$ cat src/rtl/ins_fetch_sequencer_pkg.sv
// Shared definitions for the instruction-fetch sequencer: opcode field
// geometry, the HALT opcode and the sequencer FSM state type.
package ins_fetch_sequencer_pkg;

  localparam int OPCODE_WIDTH = 4;
  localparam logic [OPCODE_WIDTH-1:0] HALT_OPCODE = 4'hF;

  typedef enum logic [1:0] {
    IDLE  = 2'd0,
    FETCH = 2'd1,
    DRAIN = 2'd2,
    DONE  = 2'd3
  } fsm_t;

  // The opcode sits directly above the three operand address fields.
  function automatic int opcode_lsb(input int addr_width);
    return 3 * addr_width;
  endfunction

endpackage

$ cat src/rtl/ins_fetch_sequencer_if.sv
// Bus bundle between the fetch sequencer, its instruction BRAM and the
// decoder. The master modport is the sequencer side.
interface ins_fetch_sequencer_if #(
  parameter int INS_ADDR_WIDTH = 8,
  parameter int INS_BRAM_WIDTH = 64
) ();

  logic                      bram_ins_en;
  logic [INS_ADDR_WIDTH-1:0] bram_ins_addr;
  logic [INS_BRAM_WIDTH-1:0] bram_ins_din;
  logic                      ins_valid;
  logic                      ins_ready;
  logic [INS_BRAM_WIDTH-1:0] ins_data;
  logic [INS_ADDR_WIDTH-1:0] ins_pc;

  modport master (
    output bram_ins_en, bram_ins_addr, ins_valid, ins_data, ins_pc,
    input  bram_ins_din, ins_ready
  );

  modport slave (
    input  bram_ins_en, bram_ins_addr, ins_valid, ins_data, ins_pc,
    output bram_ins_din, ins_ready
  );

endinterface

$ cat src/rtl/ins_fetch_fifo.sv
// Two-entry fall-through FIFO of {pc, word}. When empty, a pushed entry is
// presented on the output in the same cycle and is only stored if it is not
// popped, so the BRAM response reaches the decoder with no extra latency.
module ins_fetch_fifo #(
  parameter int WIDTH = 72
) (
  input  logic             clk,
  input  logic             rstn,
  input  logic             i_push,
  input  logic [WIDTH-1:0] i_data,
  input  logic             i_pop,
  output logic             o_valid,
  output logic [WIDTH-1:0] o_data,
  output logic [1:0]       o_count,
  output logic [1:0]       o_count_next
);

  logic [WIDTH-1:0] r_mem [0:1];
  logic             r_wr_ptr;
  logic             r_rd_ptr;
  logic [1:0]       r_count;

  logic w_empty;
  logic w_store;
  logic w_take;

  assign w_empty = (r_count == 2'd0);
  // An entry consumed straight off the input never occupies storage.
  assign w_store = i_push && !(w_empty && i_pop);
  assign w_take  = i_pop && !w_empty;

  assign o_valid      = !w_empty || i_push;
  assign o_data       = !w_empty ? r_mem[r_rd_ptr] : (i_push ? i_data : '0);
  assign o_count      = r_count;
  assign o_count_next = r_count + {1'b0, w_store} - {1'b0, w_take};

  // Storage write; the caller's credit scheme keeps this from overflowing.
  always_ff @(posedge clk) begin
    if (w_store) begin
      r_mem[r_wr_ptr] <= i_data;
    end
  end

  // Pointer and occupancy bookkeeping.
  always_ff @(posedge clk) begin
    if (!rstn) begin
      r_wr_ptr <= 1'b0;
      r_rd_ptr <= 1'b0;
      r_count  <= 2'd0;
    end else begin
      if (w_store) r_wr_ptr <= ~r_wr_ptr;
      if (w_take)  r_rd_ptr <= ~r_rd_ptr;
      r_count <= o_count_next;
    end
  end

endmodule

$ cat src/rtl/ins_fetch_sequencer.sv
// Instruction-fetch sequencer: walks the PC through the instruction BRAM,
// forwards each word to the decoder over valid/ready, stops on HALT or at
// the top of the address space, then pulses done.
// Optional macro FETCH_PERF_CNT_EN adds transfer and stall counters.
module ins_fetch_sequencer
  import ins_fetch_sequencer_pkg::*;
#(
  parameter int INS_ADDR_WIDTH = 8,
  parameter int INS_BRAM_WIDTH = 64,
  parameter int ADDR_WIDTH     = 10,
  // Must stay equal to the package value so the decoder agrees on the field.
  parameter int OPCODE_WIDTH   = ins_fetch_sequencer_pkg::OPCODE_WIDTH,
  parameter logic [OPCODE_WIDTH-1:0] HALT_OPCODE = ins_fetch_sequencer_pkg::HALT_OPCODE
) (
  input  logic                      clk,
  input  logic                      rstn,
  input  logic                      start,
  input  logic [INS_ADDR_WIDTH-1:0] base_addr,
  output logic                      busy,
  output logic                      done,
`ifdef FETCH_PERF_CNT_EN
  output logic [31:0]               perf_ins_cnt,
  output logic [31:0]               perf_stall_cnt,
`endif
  ins_fetch_sequencer_if.master     ins_bus
);

  localparam int OPC_LSB = opcode_lsb(ADDR_WIDTH);
  localparam int FIFO_W  = INS_ADDR_WIDTH + INS_BRAM_WIDTH;

  fsm_t                      r_state;
  logic [INS_ADDR_WIDTH-1:0] r_pc;
  logic [INS_ADDR_WIDTH-1:0] r_issue_pc;
  logic                      r_inflight;
  logic                      r_end;
  logic                      r_busy;
  logic                      r_done;

  logic              w_issue;
  logic              w_resp;
  logic              w_halt;
  logic              w_push;
  logic              w_last;
  logic              w_valid;
  logic              w_pop;
  logic [1:0]        w_count;
  logic [1:0]        w_count_next;
  logic [1:0]        w_credit;
  logic [FIFO_W-1:0] w_head;

  // Buffered words plus the read in flight may never exceed the FIFO depth.
  assign w_credit = w_count + {1'b0, r_inflight};
  assign w_issue  = (r_state == FETCH) && !r_end && (w_credit < 2'd2);

  // Responses are only honoured while fetching; after HALT or reset they drop.
  assign w_resp = r_inflight && (r_state == FETCH);
  assign w_halt = w_resp &&
                  (ins_bus.bram_ins_din[OPC_LSB +: OPCODE_WIDTH] == HALT_OPCODE);
  assign w_push = w_resp && !w_halt;
  // r_end with a response pending means this is the last address's word.
  assign w_last = w_halt || (w_resp && r_end);
  assign w_pop  = w_valid && ins_bus.ins_ready;

  ins_fetch_fifo #(
    .WIDTH (FIFO_W)
  ) u_fifo (
    .clk          (clk),
    .rstn         (rstn),
    .i_push       (w_push),
    .i_data       ({r_issue_pc, ins_bus.bram_ins_din}),
    .i_pop        (w_pop),
    .o_valid      (w_valid),
    .o_data       (w_head),
    .o_count      (w_count),
    .o_count_next (w_count_next)
  );

  assign ins_bus.bram_ins_en   = w_issue;
  assign ins_bus.bram_ins_addr = r_pc;
  assign ins_bus.ins_valid     = w_valid;
  assign ins_bus.ins_data      = w_head[INS_BRAM_WIDTH-1:0];
  assign ins_bus.ins_pc        = w_head[FIFO_W-1 -: INS_ADDR_WIDTH];
  assign busy                  = r_busy;
  assign done                  = r_done;

  // Sequencer FSM with PC, in-flight tracking and registered busy/done.
  always_ff @(posedge clk) begin
    if (!rstn) begin
      r_state    <= IDLE;
      r_pc       <= '0;
      r_issue_pc <= '0;
      r_inflight <= 1'b0;
      r_end      <= 1'b0;
      r_busy     <= 1'b0;
      r_done     <= 1'b0;
    end else begin
      r_inflight <= w_issue;
      if (w_issue) begin
        r_pc       <= r_pc + INS_ADDR_WIDTH'(1);
        r_issue_pc <= r_pc;
        if (r_pc == '1) r_end <= 1'b1;
      end
      case (r_state)
        IDLE: begin
          if (start) begin
            r_state <= FETCH;
            r_pc    <= base_addr;
            r_end   <= 1'b0;
            r_busy  <= 1'b1;
          end
        end
        FETCH: begin
          if (w_last) begin
            if (w_count_next == 2'd0) begin
              r_state <= DONE;
              r_busy  <= 1'b0;
              r_done  <= 1'b1;
            end else begin
              r_state <= DRAIN;
            end
          end
        end
        DRAIN: begin
          if (w_count_next == 2'd0) begin
            r_state <= DONE;
            r_busy  <= 1'b0;
            r_done  <= 1'b1;
          end
        end
        DONE: begin
          r_done  <= 1'b0;
          r_state <= IDLE;
        end
        default: r_state <= IDLE;
      endcase
    end
  end

`ifdef FETCH_PERF_CNT_EN
  logic [31:0] r_perf_ins;
  logic [31:0] r_perf_stall;
  logic        w_start_ok;

  assign w_start_ok     = start && (r_state == IDLE);
  assign perf_ins_cnt   = r_perf_ins;
  assign perf_stall_cnt = r_perf_stall;

  // Saturating transfer and stall counters, cleared per program.
  always_ff @(posedge clk) begin
    if (!rstn || w_start_ok) begin
      r_perf_ins   <= '0;
      r_perf_stall <= '0;
    end else begin
      if (w_pop && (r_perf_ins != '1))
        r_perf_ins <= r_perf_ins + 32'd1;
      if (w_valid && !ins_bus.ins_ready && (r_perf_stall != '1))
        r_perf_stall <= r_perf_stall + 32'd1;
    end
  end
`endif

endmodule

$ cat src/flat_wrapper.sv
// flat-port wrapper written by rule: the top's interface ports become plain ports
module ins_fetch_sequencer_flat import ins_fetch_sequencer_pkg::*;
#(
  parameter int INS_ADDR_WIDTH = 8,
  parameter int INS_BRAM_WIDTH = 64,
  parameter int ADDR_WIDTH     = 10,
                                                                             
  parameter int OPCODE_WIDTH   = ins_fetch_sequencer_pkg::OPCODE_WIDTH,
  parameter logic [OPCODE_WIDTH-1:0] HALT_OPCODE = ins_fetch_sequencer_pkg::HALT_OPCODE
)
  (clk, rstn, start, base_addr, busy, done, ins_bus_bram_ins_en, ins_bus_bram_ins_addr, ins_bus_ins_valid, ins_bus_ins_data, ins_bus_ins_pc, ins_bus_bram_ins_din, ins_bus_ins_ready);
  ins_fetch_sequencer_if #(.INS_ADDR_WIDTH(INS_ADDR_WIDTH), .INS_BRAM_WIDTH(INS_BRAM_WIDTH)) ins_bus_i ();
  input  logic clk;
  input  logic rstn;
  input  logic start;
  input  logic [INS_ADDR_WIDTH-1:0] base_addr;
  output logic busy;
  output logic done;
  output wire logic [$bits(ins_bus_i.bram_ins_en)-1:0] ins_bus_bram_ins_en;
  output wire logic [$bits(ins_bus_i.bram_ins_addr)-1:0] ins_bus_bram_ins_addr;
  output wire logic [$bits(ins_bus_i.ins_valid)-1:0] ins_bus_ins_valid;
  output wire logic [$bits(ins_bus_i.ins_data)-1:0] ins_bus_ins_data;
  output wire logic [$bits(ins_bus_i.ins_pc)-1:0] ins_bus_ins_pc;
  input wire logic [$bits(ins_bus_i.bram_ins_din)-1:0] ins_bus_bram_ins_din;
  input wire logic [$bits(ins_bus_i.ins_ready)-1:0] ins_bus_ins_ready;
  assign ins_bus_bram_ins_en = ins_bus_i.bram_ins_en;
  assign ins_bus_bram_ins_addr = ins_bus_i.bram_ins_addr;
  assign ins_bus_ins_valid = ins_bus_i.ins_valid;
  assign ins_bus_ins_data = ins_bus_i.ins_data;
  assign ins_bus_ins_pc = ins_bus_i.ins_pc;
  assign ins_bus_i.bram_ins_din = ins_bus_bram_ins_din;
  assign ins_bus_i.ins_ready = ins_bus_ins_ready;
  ins_fetch_sequencer #(.INS_ADDR_WIDTH(INS_ADDR_WIDTH), .INS_BRAM_WIDTH(INS_BRAM_WIDTH), .ADDR_WIDTH(ADDR_WIDTH), .OPCODE_WIDTH(OPCODE_WIDTH), .HALT_OPCODE(HALT_OPCODE)) u_core (.clk(clk), .rstn(rstn), .start(start), .base_addr(base_addr), .busy(busy), .done(done), .ins_bus(ins_bus_i));
endmodule
$ cat config.mk
export PLATFORM = sky130hd
export DESIGN_NAME = ins_fetch_sequencer_flat
export DESIGN_NICKNAME = d
export VERILOG_FILES = /design/src/rtl/ins_fetch_sequencer_pkg.sv /design/src/rtl/ins_fetch_sequencer_if.sv /design/src/rtl/ins_fetch_fifo.sv /design/src/rtl/ins_fetch_sequencer.sv /design/src/flat_wrapper.sv
export SDC_FILE = /design/constraint.sdc
export NUM_CORES = 1
export LEC_CHECK = 0
export ABC_AREA = 1
export ABC_CLOCK_PERIOD_IN_PS = 4100
export BUFFER_PORTS_ARGS = -buffer_cell sky130_fd_sc_hd__buf_2
export CAP_MARGIN = 20
export CORE_MARGIN = 2
export CORE_UTILIZATION = 32
export DETAILED_ROUTE_END_ITERATION = 12
export PLACE_DENSITY = 0.58
export SYNTH_ARGS = -nofsm -noshare
export SYNTH_HDL_FRONTEND = slang
export SYNTH_SLANG_ARGS = --single-unit
$ cat constraint.sdc
create_clock -name clk -period 4.1 [get_ports clk]
set_input_delay 0.205 -clock clk [delete_from_list [all_inputs] [get_ports clk]]
set_output_delay 0.205 -clock clk [all_outputs]
set_load 0.02 [all_outputs]
==> results.toml, run 1 <==
[outcome]
status = "finished clean"

[clocking]
post_cts_buffers = 0
cts_tree = "yes"
cts_max_level = 4
clk_pin_slew_ns = 0.07
root_buffer = "clkbuf_16"
clock_sinks = 171
clock_path_buffers = 2
clk_latency_ns = 0.41
numCtsBuffers = 17

[global_routing]
grt_max_degree = 96
grt_pass1_vias = 5101
antenna_found_initial = 0
grt_pass1_wl_microns = 26200
grt_usage = 0.136
grt-ovfl-total = 0

[placed_design]
io_buffers = 159
place_inst = 1053
gp_congestion = 0.764
dp_slack_ns = 1.28
dp_hpwl_microns = 10400
place_area_sq_um = 8530

[critical_path]
crit_chain = "nor2_4, buf_4, buf_4, nand2_1, o22ai_1, buf_2"
crit_path_max_fanout = 95
cp-end-kind = "output port"
required_ns = 3.89
slowest_delay_ns = 0.72
crit_path_frequent_cell = "buf_4"
cp_slowest_cell = "buf_4"
critical_path.startpoint_type = "flip-flop"
critPathKind = "flip-flop to output port"
arrival_ns = 2.87

[sta]
fmax_mhz = 325
setup_viol = 0
period_share = 0.750
relSlewSlack = 0.342
hold_ws_ns = 0.0317
setup_slack_ns = 1.03
finalCriticalPeriod_ns = 3.07
final_max_slew_viol_count = 0
tightest_slew_ns = 0.986
final.setup.tns_ns = 0
clock-skew-final_ns = 0.00986
grt_setup_unrepaired = "no"
hold_viol_final = 0

[logic_synthesis]
yosys_register_bits = 171
synth_top_area_cell = "edfxtp_1"
synthTopCellsByArea = "edfxtp_1, mux2i_1, dfxtp_1"
yosys.area_share.simple = 0.104
synth_edf_count = 144
synth.top_cell.area_share = 0.580
synth_area_per_cell_sq_um = 12.2
yosys_warnings = 0
synth_compound_area_frac = 0.0815
synth.distinct_cells = 30
synth_nets = 695
synth_fa_ha_area_frac = 0.0151
synth_flop_cell = "edfxtp_1"
syn_inst = 610
async_flop_share = 0
synth_xor_area_frac = 0.00470
synth_top_family_by_area = "simple AND/OR/NAND/NOR gates"
syn-cell-area_sq_um = 7460
ys_seq_area_frac = 0.652
synth.area.mux_share = 0.0966

[final_layout]
diodes = 0
multi_input_area_sq_um = 2280
final_cell_mix = "buf_2, edfxtp_1, nand2_1, mux2i_1, o22ai_1"
mostFrequentLayoutCell = "buf_2"
fillerInstances = 2114
instances_no_fill = 1144
fin_area_sq_um = 9720
register_area_sq_um = 4870
drive_gt1_frac = 0.261
nets = 903
fin_util = 0.427
area.growth.synth_to_final_pct = 30.4

[route]
drc = 0
viasPerCell = 4.58
drt_iter0_markers = 245
num_vias = 5242
dr.pass1.iters = 4
routed_wl_microns = 16900
final_antenna_net_count = 0
wl_per_cell_microns = 14.8

[job]
maxCapViolations = 0

[power_and_ir_drop]
p_total_mw = 6.16
ir_worst_vdd_uv = 450
p_per_area_nw_per_um2 = 633
leakage_nw = 3.87

[die]
pin_count = 160
fp.coreArea_sq_um = 22800
initial_utilization = 0.327
die-area_sq_um = 24500
die_height_microns = 157
die_width_microns = 157
rows = 55

[min_path]
hp-class = "input port to flip-flop"
## path summary, 6_finish.rpt
kind / from / end / slack [ns] / depth (start not counted)
hold / removal: base_addr[2] / u_core.ins_bus.bram_ins_addr[2] / 0.03 / 3
hold reg to reg: u_core.u_fifo.r_rd_ptr / flip-flop / 0.46 / 1
setup reg to reg: u_core.r_state[1] / u_core.u_fifo.r_mem[1][68] / 1.32 / 6
setup / recovery: u_core.u_fifo.o_count[1] / ins_bus_ins_data[32] / 1.03 / 6
## cells by family (layout without fill, tap and decap cells)
kind of cell	Yosys count	after routing
and+or+nand+nor	183	183
AOI/OAI and AO/OA	100	100
buffers and inverters	71	292
adders and majority gates	9	9
xor gates and xnor gates	4	4
muxes	72	72
DFF	171	171
## worst max-delay path: cells and delay by family (launching register included)
kind / cells / cell delay (ns)
AO/OA/AOI/OAI: 1 / 0.28
AND/OR/NAND/NOR: 2 / 0.26
flip-flops: 1 / 0.37
buffers and inverters: 3 / 1.52
## routing by layer
| metal | track usage | up-vias | part of all wire |
|---|---|---|---|
| met4 | 0.0389 | 0 | 0.012 |
| met2 | 0.234 | 111 | 0.48 |
| li1 | - | 2646 | - |
| met1 | 0.172 | 2474 | 0.47 |
| met5 | 0 | - | 0 |
| met3 | 0.0327 | 11 | 0.041 |
## report_power, final
part | switching, mW | internal, mW
Sequential | 0.182 | 2.01
Clock | 0.699 | 0.921
Combinational | 1.52 | 0.818
## what timing repair did
| item | CTS | global route |
|---|---|---|
| resized for setup | 0 | 0 |
| endpoints found under the hold margin | 116 | 0 |
| hold buffers | 59 | 0 |
## flip-flops by register name, indices dropped and copies added (netlist names), named ones only
name and flops:
u_core.ins_bus.bram_ins_addr 8, u_core.r_state 2, u_core.u_fifo.r_rd_ptr 1, u_core.busy 1, u_core.done 1, u_core.r_issue_pc 8
u_core.r_end 1, u_core.r_inflight 1, u_core.u_fifo.r_mem 144, u_core.u_fifo.r_wr_ptr 1, u_core.u_fifo.o_count 2
## Yosys cell counts, types with 3 or more instances
| master | instances |
|---|---|
| a21oi_1 | 15 |
| nand4_1 | 4 |
| o21ai_0 | 9 |
| dfxtp_1 | 27 |
| nor2_1 | 9 |
| edfxtp_1 | 144 |
| inv_2 | 4 |
| buf_4 | 8 |
| nand3_2 | 3 |
| nand2_1 | 138 |
| nand3_1 | 20 |
| mux2i_1 | 72 |
| inv_1 | 31 |
| ha_1 | 9 |
| o22ai_1 | 72 |
| buf_2 | 25 |
## final cells by class
type | count | share of cell area
clock buffer | 17 | 0.0437
clock inverter | 15 | 0.0183
inverter | 35 | 0.0135
multi-input combinational | 368 | 0.234
sequential | 171 | 0.501
tap | 313 | 0.0403
timing repair buffer | 225 | 0.149
(Power assumes the default switching activity.)
==> run 2, diff against run 1 <==
--- a/config.mk
+++ b/config.mk
@@ -6,7 +6,7 @@
 export NUM_CORES = 1
 export LEC_CHECK = 0
 export ABC_AREA = 1
-export ABC_CLOCK_PERIOD_IN_PS = 4100
+export ABC_CLOCK_PERIOD_IN_PS = 2700
 export BUFFER_PORTS_ARGS = -buffer_cell sky130_fd_sc_hd__buf_2
 export CAP_MARGIN = 20
 export CORE_MARGIN = 2
==> constraint.sdc (replaced) <==
create_clock -name clk -period 2.7 [get_ports clk]
set_input_delay 0.135 -clock clk [delete_from_list [all_inputs] [get_ports clk]]
set_output_delay 0.135 -clock clk [all_outputs]
set_load 0.02 [all_outputs]
==> results.toml, run 2 (synthesis gave the netlist of run 1 again) <==
[power_and_ir_drop]
leakage_nw = 3.93
p_per_area_nw_per_um2 = 941
ir_worst_vdd_uv = 886

[global_routing]
grt-ovfl-total = 0
grt_max_degree = 146
grt_pass1_wl_microns = 25800
antenna_found_initial = 0
grt_usage = 0.136
grt_pass1_vias = 4945

[route]
viasPerCell = 4.60
drt_iter0_markers = 340
wl_per_cell_microns = 14.6
dr.pass1.iters = 4
num_vias = 5327
final_antenna_net_count = 0
drc = 0
routed_wl_microns = 16900

[critical_path]
r2r_slack_ns = 0.30
slowest_delay_ns = 0.36
critical_path.startpoint_type = "flip-flop"
crit_path_max_fanout = 5
cp-end-kind = "flip-flop"
crit_chain = "inv_1, ha_1, nand4_1, ha_1, inv_1, ha_1, inv_1, nand3_1, nand2_1, nand3_1, nand2_1, a21oi_1"
r2r-end = "u_core.r_state[0]"
critPathBufInv = 3
r2r_start = "u_core.r_state[1]"
critical-path-top-delay-family = "adder cells"
rr_worst_depth = 12
required_ns = 2.99
arrival_ns = 2.68
critPathKind = "flip-flop to flip-flop"
cp_slowest_cell = "ha_1"

[sta]
period_share = 0.888
finalCriticalPeriod_ns = 2.40
hold_ws_ns = 0.0950
final.setup.tns_ns = 0
final_max_slew_viol_count = 0
setup_slack_ns = 0.304
fmax_mhz = 417
relSlewSlack = 0.571
clock-skew-final_ns = 0.00804
setup_viol = 0
tightest_slew_ns = 0.644
hold_viol_final = 0
grt_setup_unrepaired = "no"

[final_layout]
nets = 916
mostFrequentLayoutCell = "buf_2"
drive_gt1_frac = 0.256
area.growth.synth_to_final_pct = 32.5
final_cell_mix = "buf_2, edfxtp_1, nand2_1"
largest_reg_flops = 144
fin_util = 0.434
diodes = 0
fillerInstances = 2147
max_flop_register = "u_core.u_fifo.r_mem"

[die]
die_height_microns = 157
die-area_sq_um = 24500
pin_count = 160
die_width_microns = 157
rows = 55
fp.coreArea_sq_um = 22800
initial_utilization = 0.327

[clocking]
clock_sinks = 171
root_buffer = "clkbuf_16"
clock_path_buffers = 2
clk_latency_ns = 0.41
clk_pin_slew_ns = 0.07
cts_max_level = 4
numCtsBuffers = 17
cts_tree = "yes"

[placed_design]
gp_congestion = 0.791
dp_hpwl_microns = 9980
io_buffers = 159
dp_slack_ns = 0.303

[min_path]
hold_start = "rstn"
hp-class = "input port to flip-flop"
whs_endpoint = "u_core.u_fifo.o_count[0]"
holdPathStages = 3

[job]
maxCapViolations = 0

[outcome]
status = "finished clean"
## run 2: layout make-up
class	instances	area (sq um)	area share
Tap cell	313	392	0.0396
Multi-Input combinational cell	368	2280	0.231
Clock buffer	19	454	0.0460
Sequential cell	171	4870	0.493
Inverter	35	135	0.0137
Clock inverter	13	123	0.0124
Timing Repair Buffer	238	1630	0.165
## run 2: metal layers
layer	up-vias	wire length [microns]	GRT usage
met5	-	0	0
met4	0	161	0.0376
met3	9	650	0.0305
met2	112	8160	0.230
met1	2516	7920	0.174
li1	2690	-	-
## run 2: tightest hold or removal path: stages
cell and delay [ns]:
buf_2 0.20, nand2_1 0.10, inv_1 0.03
## run 2: how the worst max path moves through the flow
| stage | from | to | slack, ns | cells after the start |
|---|---|---|---|---|
| floorplan | u_core.r_state[1] | u_core.u_fifo.r_mem[1][0] | 0.21 | 5 |
| global placement | u_core.r_state[1] | u_core.r_state[0] | 0.34 | 12 |
| detailed placement | u_core.r_state[1] | u_core.r_state[0] | 0.30 | 12 |
| CTS | u_core.r_state[1] | u_core.r_state[0] | 0.29 | 12 |
| global route | u_core.r_state[1] | u_core.r_state[0] | 0.07 | 12 |
| finish | u_core.r_state[1] | u_core.r_state[0] | 0.30 | 12 |
## run 2: where the power goes
| group | total [mW] | switching [mW] | internal [mW] |
|---|---|---|---|
| Sequential | 3.24 | 0.182 | 3.06 |
| Clock | 2.36 | 1.08 | 1.28 |
| Combinational | 3.70 | 2.41 | 1.29 |
## run 2: metrics by stage
stage                     area, sq um  power (mW)  cells
final                            9880        9.30   1157
after global routing             9880        9.87   1157
after CTS                        9880        9.41   1157
after detailed placement         8580        6.95   1053
after global placement           8580        6.91   1053
after floorplan                  7470        5.97    610
## run 2: timing repair
action                    in CTS  in global routing
setup buffers                  0                  0
hold endpoints to repair     136                  0
gates resized for setup        0                  0
hold buffers                  72                  0
==> run 3, diff against run 2 <==
--- a/config.mk
+++ b/config.mk
@@ -13,6 +13,7 @@
 export CORE_UTILIZATION = 32
 export DETAILED_ROUTE_END_ITERATION = 12
 export PLACE_DENSITY = 0.58
+export SETUP_SLACK_MARGIN = 0.5
 export SYNTH_ARGS = -nofsm -noshare
 export SYNTH_HDL_FRONTEND = slang
 export SYNTH_SLANG_ARGS = --single-unit
==> results.toml, run 3 (synthesis gave the netlist of run 1 again) <==
[sta]
final_max_slew_viol_count = 0
tightest_slew_ns = 0.444
setup_slack_ns = 0.616
clock-skew-final_ns = 0.00899
fmax_mhz = 480
finalCriticalPeriod_ns = 2.08
hold_ws_ns = 0.0885
relSlewSlack = 0.704
grt_setup_unrepaired = "yes"
period_share = 0.772
setup_viol = 0
final.setup.tns_ns = 0
hold_viol_final = 0

[min_path]
hp-class = "input port to flip-flop"

[global_routing]
grt_usage = 0.140
grt_pass1_vias = 5176
grt_max_degree = 76
grt-ovfl-total = 0
antenna_found_initial = 0
grt_pass1_wl_microns = 26400

[critical_path]
arrival_ns = 1.95
r2r_start = "u_core.r_state[1]"
crit_path_max_fanout = 75
r2r_slack_ns = 0.65
startpoint = "u_core.u_fifo.o_count[0]"
rr_worst_depth = 12
required_ns = 2.57
cp-end-kind = "output port"
critical_path.startpoint_type = "flip-flop"
setup.worst_path.end = "ins_bus_ins_data[40]"
r2r-end = "u_core.r_state[0]"
critPathKind = "flip-flop to output port"

[die]
rows = 55
pin_count = 160
die-area_sq_um = 24500
initial_utilization = 0.327
die_width_microns = 157
fp.coreArea_sq_um = 22800
die_height_microns = 157

[final_layout]
fin_area_sq_um = 9930
area.growth.synth_to_final_pct = 33.2
nets = 919
max_flop_register = "u_core.u_fifo.r_mem"
final_cell_mix = "buf_2, edfxtp_1, nand2_1"
largest_reg_flops = 144
mostFrequentLayoutCell = "buf_2"
drive_gt1_frac = 0.263
diodes = 0

[route]
num_vias = 5304
viasPerCell = 4.57
wl_per_cell_microns = 14.9
routed_wl_microns = 17200
drt_iter0_markers = 412
dr.pass1.iters = 4
drc = 0
final_antenna_net_count = 0

[placed_design]
io_buffers = 159
dp_hpwl_microns = 10100
place_area_sq_um = 8590
gp_congestion = 0.815
dp_slack_ns = 0.499

[power_and_ir_drop]
seq_power_share = 0.349
p_per_area_nw_per_um2 = 945
p_comb_frac = 0.397
power.switching_mw = 3.63
p_clk_frac = 0.253
ir_worst_vdd_uv = 542
switching_share = 0.387
leakage_nw = 3.94
internal-power_mw = 5.75

[outcome]
status = "finished clean"

[clocking]
clk_pin_slew_ns = 0.07
clock_path_buffers = 2
cts_max_level = 4
numCtsBuffers = 17
cts_tree = "yes"
root_buffer = "clkbuf_16"
clock_sinks = 171
clk_latency_ns = 0.43

[job]
maxCapViolations = 0
==> run 3: cell types whose count changed in the layout (fill, tap and decap cells not counted), sizes merged <==
cell | before | now
clkinv | 2 | 7
clkbuf | 19 | 18
inv | 44 | 38
bufinv | 0 | 2
buf | 166 | 168
clkinvlp | 2 | 3
==> run 3: timing repair <==
item                                    4_1_cts  5_1_grt
endpoints found under the setup margin       37       40
setup buffers                                 1        1
resized for setup                             2        8
hold buffers                                 72        0
hold endpoints to repair                    136        0
==> run 3: power groups by stage <==
stage | Clock, mW | Combinational, mW | Sequential (mW)
2_1_floorplan | 0 | 2.67 | 3.31
3_3_place_gp | 0 | 3.54 | 3.36
3_5_place_dp | 0 | 3.56 | 3.36
4_1_cts | 2.44 | 3.67 | 3.30
5_1_grt | 2.55 | 4.09 | 3.31
6_report | 2.38 | 3.73 | 3.28
==> run 3: metrics by stage <==
stage / instances / total power, mW / util
after floorplan: 610 / 5.98 / -
after global placement: 1054 / 6.89 / 0.377
after detailed placement: 1054 / 6.92 / 0.377
after CTS: 1159 / 9.41 / 0.434
after global routing: 1160 / 9.95 / 0.436
final: 1160 / 9.39 / 0.436
==> run 3: worst min-delay path by stage <==
stage                                        start                    endpoint  slack (ns)  cells past startpoint
after floorplan            ins_bus_bram_ins_din[0]   u_core.u_fifo.r_mem[0][0]        0.23                      0
after global placement    ins_bus_bram_ins_din[37]  u_core.u_fifo.r_mem[0][37]        0.34                      1
after detailed placement  ins_bus_bram_ins_din[29]  u_core.u_fifo.r_mem[1][29]        0.34                      1
after CTS                        ins_bus_ins_ready                   flip-flop        0.06                      4
after global routing                          rstn      u_core.u_fifo.r_wr_ptr        0.11                      3
final                            ins_bus_ins_ready                   flip-flop        0.09                      4
==> run 3: cell type report <==
type | instances | area (sq um)
multi-input cells | 368 | 2290
well taps | 313 | 392
fillers | 2140 | 12800
clock buffers | 17 | 425
flip-flops and latches | 171 | 4870
inverters | 35 | 138
repair buffers | 241 | 1670
clock inverters | 15 | 145
==> run 3: worst max-delay path, stage by stage (launching register included) <==
cell,delay (ns)
dfxtp_1,0.36
nor2_4,0.18
buf_8,0.39
nand2_1,0.09
o22ai_1,0.28
buf_2,0.22
==> run 3: layer usage <==
layer / routed length, microns / global-route usage / up-vias
met1: 7920 / 0.177 / 2463
li1: - / - / 2685
met2: 8270 / 0.234 / 139
met4: 241 / 0.0507 / 0
met5: 0 / 0 / -
met3: 801 / 0.0338 / 17
